===== src/rtl/seq_div_pkg.sv =====
// Shared types and helpers for the sequential 16-by-8 restoring divider.
package seq_div_pkg;

   // Controller states: waiting for operands, iterating, holding the result.
   typedef enum logic [1:0] {
      IDLE = 2'd0,
      CALC = 2'd1,
      DONE = 2'd2
   } seq_div_state_e;

   // Default operand width: divisor, quotient and remainder are DIV_W bits.
   localparam int DIV_W = 8;

   // Ceiling log2, used to size the iteration counter.
   function automatic int clog2(input int value);
      int res;
      res = 0;
      for (int i = 0; i < 32; i++) begin
         if ((32'sd1 << i) < value) begin
            res = i + 1;
         end
      end
      return res;
   endfunction

endpackage


===== src/rtl/seq_div_step.sv =====
// One restoring-division step: shift {R,Q} left, trial-subtract the divisor,
// keep the difference and set the quotient bit when it does not go negative.
// R is carried as W bits because it is always below the divisor between steps;
// only the shifted value needs the extra bit.
import seq_div_pkg::*;

module seq_div_step #(
   parameter int W = DIV_W
) (
   input  logic [W-1:0] r_i,
   input  logic [W-1:0] q_i,
   input  logic [W-1:0] divisor_i,
   output logic [W-1:0] r_o,
   output logic [W-1:0] q_o
);

   logic [W:0]   r_sh_s;
   logic [W-1:0] q_sh_s;
   logic         fits_s;

   // Shift, compare against the divisor and restore or keep the difference.
   always_comb begin
      r_sh_s = {r_i, q_i[W-1]};
      q_sh_s = {q_i[W-2:0], 1'b0};
      fits_s = (r_sh_s >= {1'b0, divisor_i});
      if (fits_s) begin
         r_o = W'(r_sh_s - {1'b0, divisor_i});
         q_o = {q_sh_s[W-1:1], 1'b1};
      end else begin
         r_o = r_sh_s[W-1:0];
         q_o = q_sh_s;
      end
   end

endmodule


===== src/rtl/seq_div_16by8.sv =====
// Sequential restoring divider: 2W-bit dividend / W-bit divisor, one quotient
// bit per clock, valid/ready on both sides.
// Optional macro SEQ_DIV_EARLY_EXIT_EN: divide-by-zero and overflow skip the
// iteration and present their fixed results one cycle after acceptance.
// Without it every operation takes the same number of cycles and the step
// logic is frozen for the special cases.
import seq_div_pkg::*;

module seq_div_16by8 #(
   parameter int W = DIV_W
) (
   input  logic           clk,
   input  logic           rst_n,
   input  logic           in_valid,
   output logic           in_ready,
   input  logic [2*W-1:0] dividend,
   input  logic [W-1:0]   divisor,
   output logic           out_valid,
   input  logic           out_ready,
   output logic [W-1:0]   quotient,
   output logic [W-1:0]   remainder,
   output logic           div_by_zero,
   output logic           overflow
);

   localparam int CW = (clog2(W) < 1) ? 1 : clog2(W);
   localparam logic [CW-1:0] CNT_LAST = CW'(W - 1);

   seq_div_state_e state_q, state_d;
   logic [W-1:0]   r_q, r_d;
   logic [W-1:0]   q_q, q_d;
   logic [W-1:0]   dsr_q, dsr_d;
   logic [CW-1:0]  cnt_q, cnt_d;
   logic [W-1:0]   quotient_q, quotient_d;
   logic [W-1:0]   remainder_q, remainder_d;
   logic           div_by_zero_q, div_by_zero_d;
   logic           overflow_q, overflow_d;
   logic           in_ready_q, in_ready_d;
   logic           out_valid_q, out_valid_d;

   logic           dbz_in_s;
   logic           ovf_in_s;
   logic [W-1:0]   step_r_s;
   logic [W-1:0]   step_q_s;

   seq_div_step #(.W(W)) u_step (
      .r_i       (r_q),
      .q_i       (q_q),
      .divisor_i (dsr_q),
      .r_o       (step_r_s),
      .q_o       (step_q_s)
   );

   // Special-case detection on the incoming operands.
   always_comb begin
      dbz_in_s = (divisor == '0);
      ovf_in_s = (divisor != '0) && (dividend[2*W-1:W] >= divisor);
   end

   // Next-state, datapath and output computation for the controller.
   always_comb begin
      state_d       = state_q;
      r_d           = r_q;
      q_d           = q_q;
      dsr_d         = dsr_q;
      cnt_d         = cnt_q;
      quotient_d    = quotient_q;
      remainder_d   = remainder_q;
      div_by_zero_d = div_by_zero_q;
      overflow_d    = overflow_q;
      case (state_q)
         IDLE: begin
            if (in_valid) begin
               r_d           = dividend[2*W-1:W];
               q_d           = dividend[W-1:0];
               dsr_d         = divisor;
               cnt_d         = '0;
               div_by_zero_d = dbz_in_s;
               overflow_d    = ovf_in_s;
               state_d       = CALC;
`ifdef SEQ_DIV_EARLY_EXIT_EN
               if (dbz_in_s || ovf_in_s) begin
                  state_d     = DONE;
                  quotient_d  = '1;
                  remainder_d = dbz_in_s ? dividend[W-1:0] : '0;
               end else begin
                  state_d = CALC;
               end
`endif
            end else begin
               state_d = IDLE;
            end
         end
         CALC: begin
            cnt_d = cnt_q + CW'(1);
            // Special cases freeze R/Q so the dividend low half survives.
            if (!(div_by_zero_q || overflow_q)) begin
               r_d = step_r_s;
               q_d = step_q_s;
            end else begin
               r_d = r_q;
               q_d = q_q;
            end
            if (cnt_q == CNT_LAST) begin
               state_d = DONE;
               cnt_d   = '0;
               if (div_by_zero_q) begin
                  quotient_d  = '1;
                  remainder_d = q_q;
               end else if (overflow_q) begin
                  quotient_d  = '1;
                  remainder_d = '0;
               end else begin
                  quotient_d  = step_q_s;
                  remainder_d = step_r_s;
               end
            end else begin
               state_d = CALC;
            end
         end
         DONE: begin
            if (out_ready) begin
               state_d = IDLE;
            end else begin
               state_d = DONE;
            end
         end
         default: begin
            state_d = IDLE;
         end
      endcase
      in_ready_d  = (state_d == IDLE);
      out_valid_d = (state_d == DONE);
   end

   // State, datapath and output registers with asynchronous reset.
   always_ff @(posedge clk or negedge rst_n) begin
      if (!rst_n) begin
         state_q       <= IDLE;
         r_q           <= '0;
         q_q           <= '0;
         dsr_q         <= '0;
         cnt_q         <= '0;
         quotient_q    <= '0;
         remainder_q   <= '0;
         div_by_zero_q <= 1'b0;
         overflow_q    <= 1'b0;
         in_ready_q    <= 1'b1;
         out_valid_q   <= 1'b0;
      end else begin
         state_q       <= state_d;
         r_q           <= r_d;
         q_q           <= q_d;
         dsr_q         <= dsr_d;
         cnt_q         <= cnt_d;
         quotient_q    <= quotient_d;
         remainder_q   <= remainder_d;
         div_by_zero_q <= div_by_zero_d;
         overflow_q    <= overflow_d;
         in_ready_q    <= in_ready_d;
         out_valid_q   <= out_valid_d;
      end
   end

   assign in_ready    = in_ready_q;
   assign out_valid   = out_valid_q;
   assign quotient    = quotient_q;
   assign remainder   = remainder_q;
   assign div_by_zero = div_by_zero_q;
   assign overflow    = overflow_q;

endmodule


===== config.mk =====
export PLATFORM = sky130hd
export DESIGN_NAME = seq_div_16by8
export DESIGN_NICKNAME = d
export VERILOG_FILES = /design/src/rtl/seq_div_pkg.sv /design/src/rtl/seq_div_step.sv /design/src/rtl/seq_div_16by8.sv
export SDC_FILE = /design/constraint.sdc
export NUM_CORES = 1
export LEC_CHECK = 0
export ABC_CLOCK_PERIOD_IN_PS = 2470
export CAP_MARGIN = 20
export CELL_PAD_IN_SITES_DETAIL_PLACEMENT = 1
export CELL_PAD_IN_SITES_GLOBAL_PLACEMENT = 1
export CORE_MARGIN = 1.5
export CORE_UTILIZATION = 35
export DETAILED_ROUTE_END_ITERATION = 7
export PLACE_DENSITY = 0.76
export SLEW_MARGIN = 40
export SYNTH_ARGS = -nofsm -noshare
export SYNTH_HDL_FRONTEND = slang
export SYNTH_SLANG_ARGS = --single-unit

===== constraint.sdc =====
create_clock -name clk -period 2.47 [get_ports clk]
set_clock_uncertainty 0.15 [all_clocks]
set_input_delay 0.247 -clock clk [delete_from_list [all_inputs] [get_ports clk]]
set_output_delay 0.247 -clock clk [all_outputs]
set_load 0.005 [all_outputs]

# ---- After elaboration in Yosys (flattened, before gate mapping)
# Index checks and enable logic that the tools add are counted.
dict set report op_classes {
  addsub 2
  order_cmp 2
  n_eq_ne 6
  mux 19
  reduce_logical 11
}
# cell count
set ops {}
lappend ops {{$mux 8} 9}
lappend ops {{$mux 32} 2}
lappend ops {{$pmux 32 s2} 1}
lappend ops {{$add 32x1->32 const B} 1}
lappend ops {{$eq 32x3->1 const B} 1}
lappend ops {{$pmux 8 s2} 2}
lappend ops {{$ge 9x8->1} 1}
lappend ops {{$ge 8x8->1} 1}
lappend ops {{$logic_not 8->1} 1}
lappend ops {{$reduce_bool 8->1} 1}
lappend ops {{$sub 8x8->8} 1}
lappend ops {{$pmux 2 s3} 1}
lappend ops {{$reduce_and 2->1} 3}
lappend ops {{$eq 2x2->1 const B} 2}
lappend ops {{$logic_not 2->1} 2}
lappend ops {{$mux 2} 2}
lappend ops {{$ne 2x2->1 const B} 2}
lappend ops {{$reduce_and 3->1} 1}
lappend ops {{$eq 2x1->1 const B} 1}
lappend ops {{$mux 1} 2}
lappend ops {{$reduce_bool 2->1} 1}
lappend ops {{$logic_and 1x1->1} 1}
lappend ops {{$logic_or 1x1->1} 1}
dict set report totals {
  ff_bits 78
  inputBits 28
  output_inout_bits 20
  wordCells 51
}

# ---- Depth between registers and ports, before layout
# Gate-level depths: netlist of run 1.
dict set report logic_depth {
  word_depth 4
  depth_mapped 10
  ltp_nobuf 10
}

# ---- Cells and area by module
# A second synthesis of run 1 with hierarchy kept.
dict set report unflattened {
  hier_cells 500
  hier_area_um2 4590.7
}
# module instances cells_each area_per_inst_um2 seq_area_each_um2
set by_module_without_submodules {}
lappend by_module_without_submodules {seq_div_16by8 1 423 4010.1 1953.1}
lappend by_module_without_submodules {seq_div_step 1 77 580.6 0.0}

# ---- Worst setup path after synthesis of run 1
# OpenSTA, ideal clock, no wires.
dict set report synth_timing {
  path_type {register -> register}
  start {register r_q[3]}
  end {register r_q[0]}
  arrival_time_ns 2.135
  t_required_ns 2.230
  slack_ns 0.095
  stages_incl_launch_ff 9
  period_less_slack_ns 2.375
  path_cell_list {dfrtp_1 > ha_1 > a21o_1 > a31o_2 > o221ai_1 > and3_1 > buf_2 > mux2_2 > o221ai_1}
}
dict set report synth_via {
  elab_chain_len 4
}
# element line
set synth_rtl {}
lappend synth_rtl {{start, declared} seq_div_16by8.sv:30} ;# logic [W-1:0] r_q, r_d;
lappend synth_rtl {{start signal, assigned} seq_div_16by8.sv:152} ;# r_q <= r_d;
lappend synth_rtl {{$ge 9x8->1} seq_div_step.sv:25} ;# fits_s = (r_sh_s >= {1'b0, divisor_i});
lappend synth_rtl {{$mux 8} seq_div_step.sv:26} ;# if (fits_s) begin
lappend synth_rtl {{$mux 8} seq_div_16by8.sv:97} ;# if (!(div_by_zero_q || overflow_q)) begin
lappend synth_rtl {{$pmux 8 s2} seq_div_16by8.sv:71} ;# case (state_q)
# Every way passes these cells. The select of a mux whose other input is x is not followed.
# A chain may end at the register's enable or synchronous reset.

# ---- Worst setup path after layout of run 1
dict set report layout_timing {
  start {register r_q[1]}
  end {register remainder_q[3] (netlist: remainder[3])}
}
dict set report layout_via {
  elab_chain_len 4
  elab_cells_between_ends 5
}
# element line
set layout_rtl {}
lappend layout_rtl {{$sub 8x8->8 or $ge 9x8->1 (tied branches)} {seq_div_step.sv:27, seq_div_step.sv:25}}
lappend layout_rtl {{$mux 8 (*)} seq_div_step.sv:26}
lappend layout_rtl {{$mux 8 (*)} seq_div_16by8.sv:110} ;# end else if (overflow_q) begin
lappend layout_rtl {{$mux 8 (*)} seq_div_16by8.sv:107} ;# if (div_by_zero_q) begin
lappend layout_rtl {{end signal, assigned} seq_div_16by8.sv:157} ;# remainder_q <= remainder_d;
lappend layout_rtl {{end, declared} seq_div_16by8.sv:35} ;# logic [W-1:0] remainder_q, remainder_d;
# Every way passes the cells marked *; elsewhere a longest branch is shown, timed or not.

==> results of run 1 <==
==> critical path: cells and delay by family, from the launching register on <==
kind | cells | cell delay (ns)
AOI/OAI and AO/OA | 3 | 0.48
and+or+nand+nor | 2 | 0.37
buffers and inverters | 1 | 0.19
adders and majority gates | 1 | 0.41
DFF | 1 | 0.44
muxes | 1 | 0.27
==> final cells by class <==
cell class	count	area, sq um	share of cell area
Clock buffer	10	229	0.0403
Clock inverter	6	62.6	0.0110
Inverter	19	71.3	0.0125
Multi-Input combinational cell	383	2400	0.422
Sequential cell	78	1950	0.344
Tap cell	168	210	0.0370
Timing Repair Buffer	83	761	0.134
==> stage by stage <==
step | worst slack, ns | total power, mW
global placement | 0.120 | 5.23
CTS | 0.00115 | 6.80
floorplan | 0.0948 | 4.08
global route | -0.0498 | 7.71
finish | 0.0172 | 7.23
detailed placement | 0.0137 | 5.38
==> worst max-delay path by stage <==
stage,endpoint,slack (ns),cells past startpoint
6_report,remainder[3]$_DFFE_PN0P_,0.02,8
5_1_grt,r_q[2]$_DFFE_PN0P_,-0.05,8
4_1_cts,remainder[2]$_DFFE_PN0P_,0.001,7
3_5_place_dp,r_q[1]$_DFFE_PN0P_,0.01,8
3_3_place_gp,r_q[1]$_DFFE_PN0P_,0.12,8
2_1_floorplan,r_q[0]$_DFFE_PN0P_,0.09,8
==> placed cells by master, fill, tap and decap left out, types with 3 or more instances in the layout <==
| cell | instances |
|---|---|
| dfrtp_1 | 77 |
| clkdlybuf4s50_1 | 46 |
| nand4_1 | 11 |
| mux2i_1 | 5 |
| ha_2 | 3 |
| nand2b_1 | 4 |
| inv_1 | 19 |
| clkinvlp_4 | 3 |
| nor3_1 | 3 |
| a211oi_1 | 4 |
| ha_1 | 12 |
| o21ai_0 | 55 |
| o21ai_1 | 6 |
| nor4_1 | 6 |
| a21oi_1 | 31 |
| o211ai_1 | 5 |
| o31ai_1 | 8 |
| a31oi_1 | 21 |
| o41ai_1 | 3 |
| and3_1 | 14 |
| nor2_1 | 40 |
| nand2_1 | 69 |
| buf_4 | 33 |
| nand3_1 | 21 |
| clkbuf_16 | 9 |
| a21o_1 | 5 |
==> timing repair <==
action,4_1_cts,5_1_grt
gates resized for setup,2,24
setup buffers,0,2
endpoints found under the setup margin,9,35
hold buffers,1,0
pin swaps,0,7
hold endpoints to repair,39,0
cloned,0,0
==> registers in the layout (all words and copies together), names as in the netlist <==
register,flops
r_q,8
out_valid,1
state_q,2
remainder,8
overflow,1
dsr_q,8
div_by_zero,1
in_ready,1
cnt_q,32
q_q,8
quotient,8
==> metal layers <==
layer,vias to the layer above,GRT usage
li1,1978,-
met1,2133,0.310
met2,125,0.350
met3,23,0.0340
met4,0,0.0829
met5,-,0
==> logic make-up (layout without fill, tap and decap cells) <==
family	Yosys count	count (layout)
multiplexers	8	8
AND/OR/NAND/NOR	197	197
adder cells (fa/ha/maj)	18	18
AO/OA/AOI/OAI	156	156
flip-flops	78	78
XOR/XNOR	4	4
buffers and inverters	48	118
==> where the power goes <==
group	switching, mW	internal (mW)	total (mW)
Combinational	2.15	1.71	3.86
Clock	0.553	0.780	1.33
Sequential	0.356	1.68	2.03
==> flow_summary.yaml, run 1 <==
grt:
  grt_pass1_vias: 4435
  track_usage: 0.222
  grt_pass1_wl_um: 23100
  antenna_found_initial: 0
  grt_max_degree: 42
  grt-ovfl-total: 0
synthesis:
  synthTopCellsByArea: "dfrtp_1, o21ai_0, nand2_1"
  yosys.area_share.simple: 0.222
  post-synth-top-count-cell: "dfrtp_1"
  yosysSeqAreaShare: 0.440
  yosysWarnings: 0
  synthXorXnorAreaFrac: 0.00789
  synth_compound_area_frac: 0.209
  yosysTopAreaCellShare: 0.434
  synth_top_family_by_area: "simple AND/OR/NAND/NOR gates"
  synth_common_cells: "dfrtp_1, nand2_1, o21ai_0, nor2_1, a21oi_1"
  synth_top_area_cell: "dfrtp_1"
  syn_area_sq_um: 4440
  synth_fa_ha_area_frac: 0.0524
  synth_edf_count: 0
  avgSynthCellArea_sq_um: 8.73
  ys.flop_type: "dfrtp_1"
  synth_cell_types: 55
  synth_cells: 509
  muxShareOfSynthArea: 0.0183
  synth_nets: 555
  ys_seq_elements: 78
  async_flop_share: 1.00
power:
  leakagePower_nw: 2.46
  power.density_nw_per_um2: 1270
  ir_worst_vdd_mv: 0.419
job:
  drv_cap: 0
clock_tree:
  cts_max_level: 3
  numCtsBuffers: 9
  clkLatencyLatePin_ns: 0.34
  cts_tree: "built"
  cts-root-buf: "clkbuf_16"
  clkTransAtPathRegs_ns: 0.06
  cts.sinks: 78
  clk_path_buf_depth: 2
hold_path:
  holdCritPathClass: "in2async"
detailed_routing:
  dr.pass1.iters: 4
  wl_per_cell_um: 18.8
  vias: 4259
  ant_nets: 0
  routed_wl_um: 14100
  drc: 0
  dr_wl_met3_um: 641
  via_per_inst: 5.70
  drtIter0Drc: 278
  wl_met1_um: 6590
  highest_layer: "met4"
  wl_met2_um: 6470
floorplanning:
  ios: 48
  start_util: 0.364
  dieWidth_um: 116
  core_area_sq_um: 12200
  die_y_um: 116
  die_area_sq_um: 13400
  rows: 40
critical_path:
  crit_fanout: 5
  cpPeakStageDelay_ns: 0.44
  arrival_ns: 2.51
  r2r-end: "remainder[3]$_DFFE_PN0P_"
  worstPathRequired_ns: 2.53
  worstReg2RegStart: "r_q[1]$_DFFE_PN0P_"
  end_kind: "flop"
  startpoint_type: "flop"
  critical_path_class: "reg2reg"
  startpoint: "r_q[1]$_DFFE_PN0P_"
  ff2ff_setup_slack_ns: 0.02
  critPathSlowestCell: "dfrtp_1"
  path_cells: "ha_1, nor2_1, a21oi_2, o221ai_4, nand3_1, buf_4, mux2i_2, o21ai_0"
  r2r_cells: 8
sta:
  hold_viol_final: 0
  holdWs_ns: 0.291
  timing.final.crit_share: 0.993
  fin_crit_ns: 2.45
  finalSetupTns_ns: 0
  setup_viol: 0
  drv_slew: 0
  slew_headroom: 0.606
  worst_slew_pin_slew_ns: 0.586
  max_freq_mhz: 408
  rsz0062_at_grt: "yes"
placed_design:
  io_buffers: 47
  placed_cell_area_sq_um: 5230
  gp_congestion: 0.999
  dpl.hpwl_um: 9960
  dp_cells: 728
final_layout:
  final_cell_area_sq_um: 5680
  area_delta_synth_final_pct: 27.9
  layout.nets: 620
  drive_gt1_frac: 0.149
  instances_no_fill: 747
  final_util: 0.465
  fill_cells: 1472
  num_antenna_cells: 0
outcome:
  status: "completed"
Note: power is estimated with default switching activity, not from simulation.
==> inputs of run 2 (changes only) <==
--- a/config.mk
+++ b/config.mk
@@ -13,6 +13,7 @@
 export CORE_UTILIZATION = 35
 export DETAILED_ROUTE_END_ITERATION = 7
 export PLACE_DENSITY = 0.76
+export RECOVER_POWER = 50
 export SLEW_MARGIN = 40
 export SYNTH_ARGS = -nofsm -noshare
 export SYNTH_HDL_FRONTEND = slang
==> run 2 against run 1 <==
Compared with the run above:
- critical path type unchanged
- clock power is essentially flat
- combinational power is essentially flat
- die area is the same
- largest cell class unchanged
- wire length is essentially flat
- non-clock buffer count is the same
- sequential power is essentially flat
- cell count is the same
- hold slack gained 0.034 ns
==> flow_summary.yaml, run 2 (synthesis gave the netlist of run 1 again) <==
final_layout:
  num_antenna_cells: 0
  multi_input_area_sq_um: 2400
  fill_cells: 1473
  area_delta_synth_final_pct: 27.4
  seq_area_sq_um: 1950
  final_cell_area_sq_um: 5660
  final_common_cell: "dfrtp_1"
  final_cell_mix: "dfrtp_1, nand2_1, o21ai_0"
  final_util: 0.464
  regMostFlops: "cnt_q"
  drive_gt1_frac: 0.145
  layout.nets: 620
  largest_reg_flops: 32
critical_path:
  arrival_ns: 2.53
  worstPathRequired_ns: 2.53
  critPathSlowestCell: "dfrtp_1"
  startpoint_type: "flop"
  path_cells: "ha_1, nor2_1, a21oi_2, o221ai_4, nand3_1, buf_4, mux2i_2, o21ai_0"
  crit_fanout: 5
  end_kind: "flop"
  critical_path_class: "reg2reg"
  cpPeakStageDelay_ns: 0.44
clock_tree:
  clkLatencyLatePin_ns: 0.34
  cts_tree: "built"
  cts.sinks: 78
  cts-root-buf: "clkbuf_16"
  clk_path_buf_depth: 2
  clkTransAtPathRegs_ns: 0.07
  numCtsBuffers: 9
  cts_max_level: 3
floorplanning:
  die_area_sq_um: 13400
  rows: 40
  ios: 48
  die_y_um: 116
  core_area_sq_um: 12200
  dieWidth_um: 116
  start_util: 0.364
grt:
  grt_pass1_vias: 4435
  grt_pass1_wl_um: 23100
  grt-ovfl-total: 0
  track_usage: 0.222
  grt_max_degree: 42
  antenna_found_initial: 0
sta:
  hold_viol_final: 0
  max_freq_mhz: 406
  rsz0062_at_grt: "yes"
  worst_slew_pin_slew_ns: 1.03
  finalSetupTns_ns: 0
  slew_headroom: 0.316
  drv_slew: 0
  fin_crit_ns: 2.46
  setup_viol: 0
  timing.final.crit_share: 0.998
  fin_ws_ns: 0.00520
  holdWs_ns: 0.325
job:
  drv_cap: 0
detailed_routing:
  drc: 0
  routed_wl_um: 14100
  via_per_inst: 5.71
  vias: 4262
  wl_per_cell_um: 18.8
  drtIter0Drc: 272
  dr.pass1.iters: 4
  ant_nets: 0
placed_design:
  place_ws_ns: 0.0137
  dpl.hpwl_um: 9960
  io_buffers: 47
  placed_cell_area_sq_um: 5230
  gp_congestion: 0.999
power:
  combPwrFrac: 0.534
  power.density_nw_per_um2: 1280
  power_switching_mw: 3.06
  internal_power_mw: 4.16
  leakagePower_nw: 2.45
  clockPowerShare: 0.184
  ir_worst_vdd_mv: 0.421
  switching_share: 0.424
  seq_power_share: 0.282
hold_path:
  holdCritPathClass: "in2reg"
outcome:
  status: "completed"
run 2: per-stage QoR:
stage,cells,power (mW)
global route,747,7.69
CTS,745,6.80
detailed placement,728,5.38
finish,747,7.22
global placement,728,5.23
floorplan,509,4.08
run 2: per-layer routing:
| layer | share of wire | GRT usage | wire length, um | vias to the layer above |
|---|---|---|---|---|
| li1 | - | - | - | 1983 |
| met1 | 0.47 | 0.310 | 6610 | 2144 |
| met2 | 0.46 | 0.350 | 6490 | 110 |
| met3 | 0.044 | 0.0340 | 613 | 25 |
| met4 | 0.025 | 0.0829 | 356 | 0 |
| met5 | 0 | 0 | 0 | - |
run 2: layout make-up:
cell class	instances	share of cell area
multi-input cells	383	0.423
flip-flops and latches	78	0.345
repair buffers	83	0.130
clock buffers	10	0.0405
well taps	168	0.0371
inverters	19	0.0126
clock inverters	6	0.0111
run 2: power groups by stage:
stage	combinational [mW]	sequential, mW	clock (mW)
after floorplan	2.16	1.92	0
after global placement	3.24	1.99	0
after detailed placement	3.36	2.02	0
after CTS	3.45	2.01	1.34
after global routing	4.21	2.08	1.40
final	3.86	2.03	1.33
run 2: worst paths after layout:
kind / start / endpoint / slack (ns) / cells after the start
max: r_q[1]$_DFFE_PN0P_ / remainder[3]$_DFFE_PN0P_ / 0.005 / 8
min: dividend[1] / q_q[1]$_DFFE_PN0P_ / 0.32 / 3
max reg2reg: r_q[1]$_DFFE_PN0P_ / remainder[3]$_DFFE_PN0P_ / 0.005 / 8
min reg2reg: remainder[6]$_DFFE_PN0P_ / remainder[6]$_DFFE_PN0P_ / 0.37 / 2
max in group asynchronous: rst_n / dsr_q[6]$_DFFE_PN0P_ / 0.51 / 3
min in group asynchronous: rst_n / cnt_q[15]$_DFFE_PN0P_ / 0.47 / 2
run 2: repair_timing:
item	in CTS	in global routing
endpoints found under the setup margin	9	35
pin swaps	0	7
buffers inserted	0	2
endpoints found under the hold margin	39	0
gates resized for setup	2	24
hold buffers	1	0
run 2: critical path, delay by kind of cell, from the launching register on:
kind	cells	cell delay, ns
buf+inv	1	0.19
mux	1	0.28
compound gates	3	0.50
flops	1	0.44
simple gates	2	0.37
fa+ha+maj	1	0.41
==> inputs of run 3 (changes only) <==
--- a/config.mk
+++ b/config.mk
@@ -12,6 +12,7 @@
 export CORE_MARGIN = 1.5
 export CORE_UTILIZATION = 35
 export DETAILED_ROUTE_END_ITERATION = 7
+export GPL_TIMING_DRIVEN = 0
 export PLACE_DENSITY = 0.76
 export RECOVER_POWER = 50
 export SLEW_MARGIN = 40
==> run 3 against run 2 <==
Compared with the run above:
- wire length down 0.99%
- combinational power down 3%
- power shrank 3.3%
- critical path type unchanged
- global-route usage fell by 0.52 points
- critical endpoint is now r_q[0]$_DFFE_PN0P_
- first-iteration DRC count increased by 14%
- sequential share of layout area grew 0.42 points
==> flow_summary.yaml, run 3 (synthesis gave the netlist of run 1 again) <==
outcome:
  status: "completed"
hold_path:
  whs_path_depth: 3
  holdCritPathClass: "in2reg"
  min-delay-start: "dividend[7]"
  hold-path-endpoint: "q_q[7]$_DFFE_PN0P_"
critical_path:
  worstReg2RegStart: "r_q[3]$_DFFE_PN0P_"
  critical_path_class: "reg2reg"
  path_cells: "ha_4, a21o_1, a31o_2, o221ai_2, and3_1, buf_4, mux2_2, o221ai_2"
  r2r_cells: 8
  worstPathRequired_ns: 2.58
  crit_fanout: 5
  startpoint_type: "flop"
  critPathSlowestCell: "dfrtp_2"
  arrival_ns: 2.52
  end_kind: "flop"
  cpPeakStageDelay_ns: 0.44
  cpMostUsedCell: "o221ai_2"
  ff2ff_setup_slack_ns: 0.06
  r2r-end: "r_q[0]$_DFFE_PN0P_"
sta:
  fin_crit_ns: 2.41
  slew_headroom: 0.235
  hold_viol_final: 0
  finalSetupTns_ns: 0
  holdWs_ns: 0.333
  setup_viol: 0
  max_freq_mhz: 415
  timing.final.crit_share: 0.976
  rsz0062_at_grt: "yes"
  drv_slew: 0
  worst_slew_pin_slew_ns: 1.15
clock_tree:
  cts-root-buf: "clkbuf_16"
  cts.sinks: 78
  clkTransAtPathRegs_ns: 0.06
  clk_path_buf_depth: 2
  numCtsBuffers: 9
  cts_tree: "built"
  cts_max_level: 3
  clkLatencyLatePin_ns: 0.35
floorplanning:
  die_y_um: 116
  ios: 48
  dieWidth_um: 116
  rows: 40
  core_area_sq_um: 12200
  die_area_sq_um: 13400
  start_util: 0.364
grt:
  grt-ovfl-total: 0
  grt_pass1_wl_um: 22400
  grt_max_degree: 46
  track_usage: 0.217
  grt_pass1_vias: 4250
  antenna_found_initial: 0
final_layout:
  largest_reg_flops: 32
  final_util: 0.458
  num_antenna_cells: 0
  regMostFlops: "cnt_q"
  area_delta_synth_final_pct: 26.0
  drive_gt1_frac: 0.141
  instances_no_fill: 748
  final_common_cell: "dfrtp_1"
  final_cell_mix: "dfrtp_1, nand2_1, o21ai_0"
  layout.nets: 621
detailed_routing:
  ant_nets: 0
  routed_wl_um: 13900
  drc: 0
  vias: 4192
  dr.pass1.iters: 4
  drtIter0Drc: 311
  wl_per_cell_um: 18.6
  via_per_inst: 5.60
power:
  leakagePower_nw: 2.41
  ir_worst_vdd_mv: 0.418
  p_total_mw: 6.98
  power.density_nw_per_um2: 1250
job:
  drv_cap: 0
placed_design:
  dpl.hpwl_um: 9960
  dp_cells: 725
  io_buffers: 47
  gp_congestion: 0.831
run 3: cell count changes in the layout (fill, tap and decap cells not counted), moves of 3 or more:
cell / delta
buf_4: -18
clkbuf_1: +11
buf_2: +7
clkdlybuf4s50_1: -6
dlygate4sd3_1: +6
inv_1: -3
inv_2: +3
mux2i_2: +3
nor2_1: -3
run 3: worst max-delay path by stage:
stage,from,end
after floorplan,r_q[3]$_DFFE_PN0P_,r_q[0]$_DFFE_PN0P_
after global placement,rst_n,dsr_q[5]$_DFFE_PN0P_
after detailed placement,cnt_q[0]$_DFFE_PN0P_,cnt_q[14]$_DFFE_PN0P_
after CTS,r_q[3]$_DFFE_PN0P_,r_q[0]$_DFFE_PN0P_
after global routing,cnt_q[2]$_DFFE_PN0P_,cnt_q[31]$_DFFE_PN0P_
final,r_q[3]$_DFFE_PN0P_,r_q[0]$_DFFE_PN0P_
run 3: area by class of cell:
| type | count | area (sq um) |
|---|---|---|
| Multi-Input combinational cell | 383 | 2390 |
| Clock inverter | 6 | 38.8 |
| Fill cell | 1449 | 6620 |
| Timing Repair Buffer | 55 | 541 |
| Inverter | 19 | 71.3 |
| Tap cell | 168 | 210 |
| Buffer | 29 | 159 |
| Sequential cell | 78 | 1950 |
| Clock buffer | 10 | 229 |
run 3: report_power, final:
part	leakage [nW]	switching (mW)	total, mW	internal (mW)
combinational	1.28	2.16	3.73	1.57
clock	0.128	0.559	1.24	0.677
sequential	1.00	0.331	2.01	1.68
total	2.41	3.05	6.98	3.93
run 3: stage by stage:
stage / setup WS (ns) / cell area (sq um)
after floorplan: 0.0948 / 4440
after global placement: -1.81 / 5120
after detailed placement: -0.223 / 5140
after CTS: 0.00177 / 5510
after global routing: -0.0131 / 5600
final: 0.0584 / 5600
run 3: critical path, delay by kind of cell, from the launching register on:
family / cells / cell delay, ns
muxes: 1 / 0.36
and+or+nand+nor: 1 / 0.18
buffers and inverters: 1 / 0.14
DFF: 1 / 0.44
AOI/OAI and AO/OA: 4 / 0.80
adders and majority gates: 1 / 0.25
run 3: timing repair:
item | 4_1_cts | 5_1_grt
endpoints found under the setup margin | 51 | 40
gates resized for setup | 14 | 23
hold buffers | 1 | 0
buffers inserted | 3 | 4
hold endpoints to repair | 44 | 0
pin swaps | 3 | 14
run 3: routing by layer:
layer	global-route usage	routed length, um	part of all wire	vias to the layer above
met5	0	0	0	-
met4	0.0756	233	0.017	0
met3	0.0366	568	0.041	16
met2	0.347	6450	0.46	93
met1	0.298	6680	0.48	2105
li1	-	-	-	1978
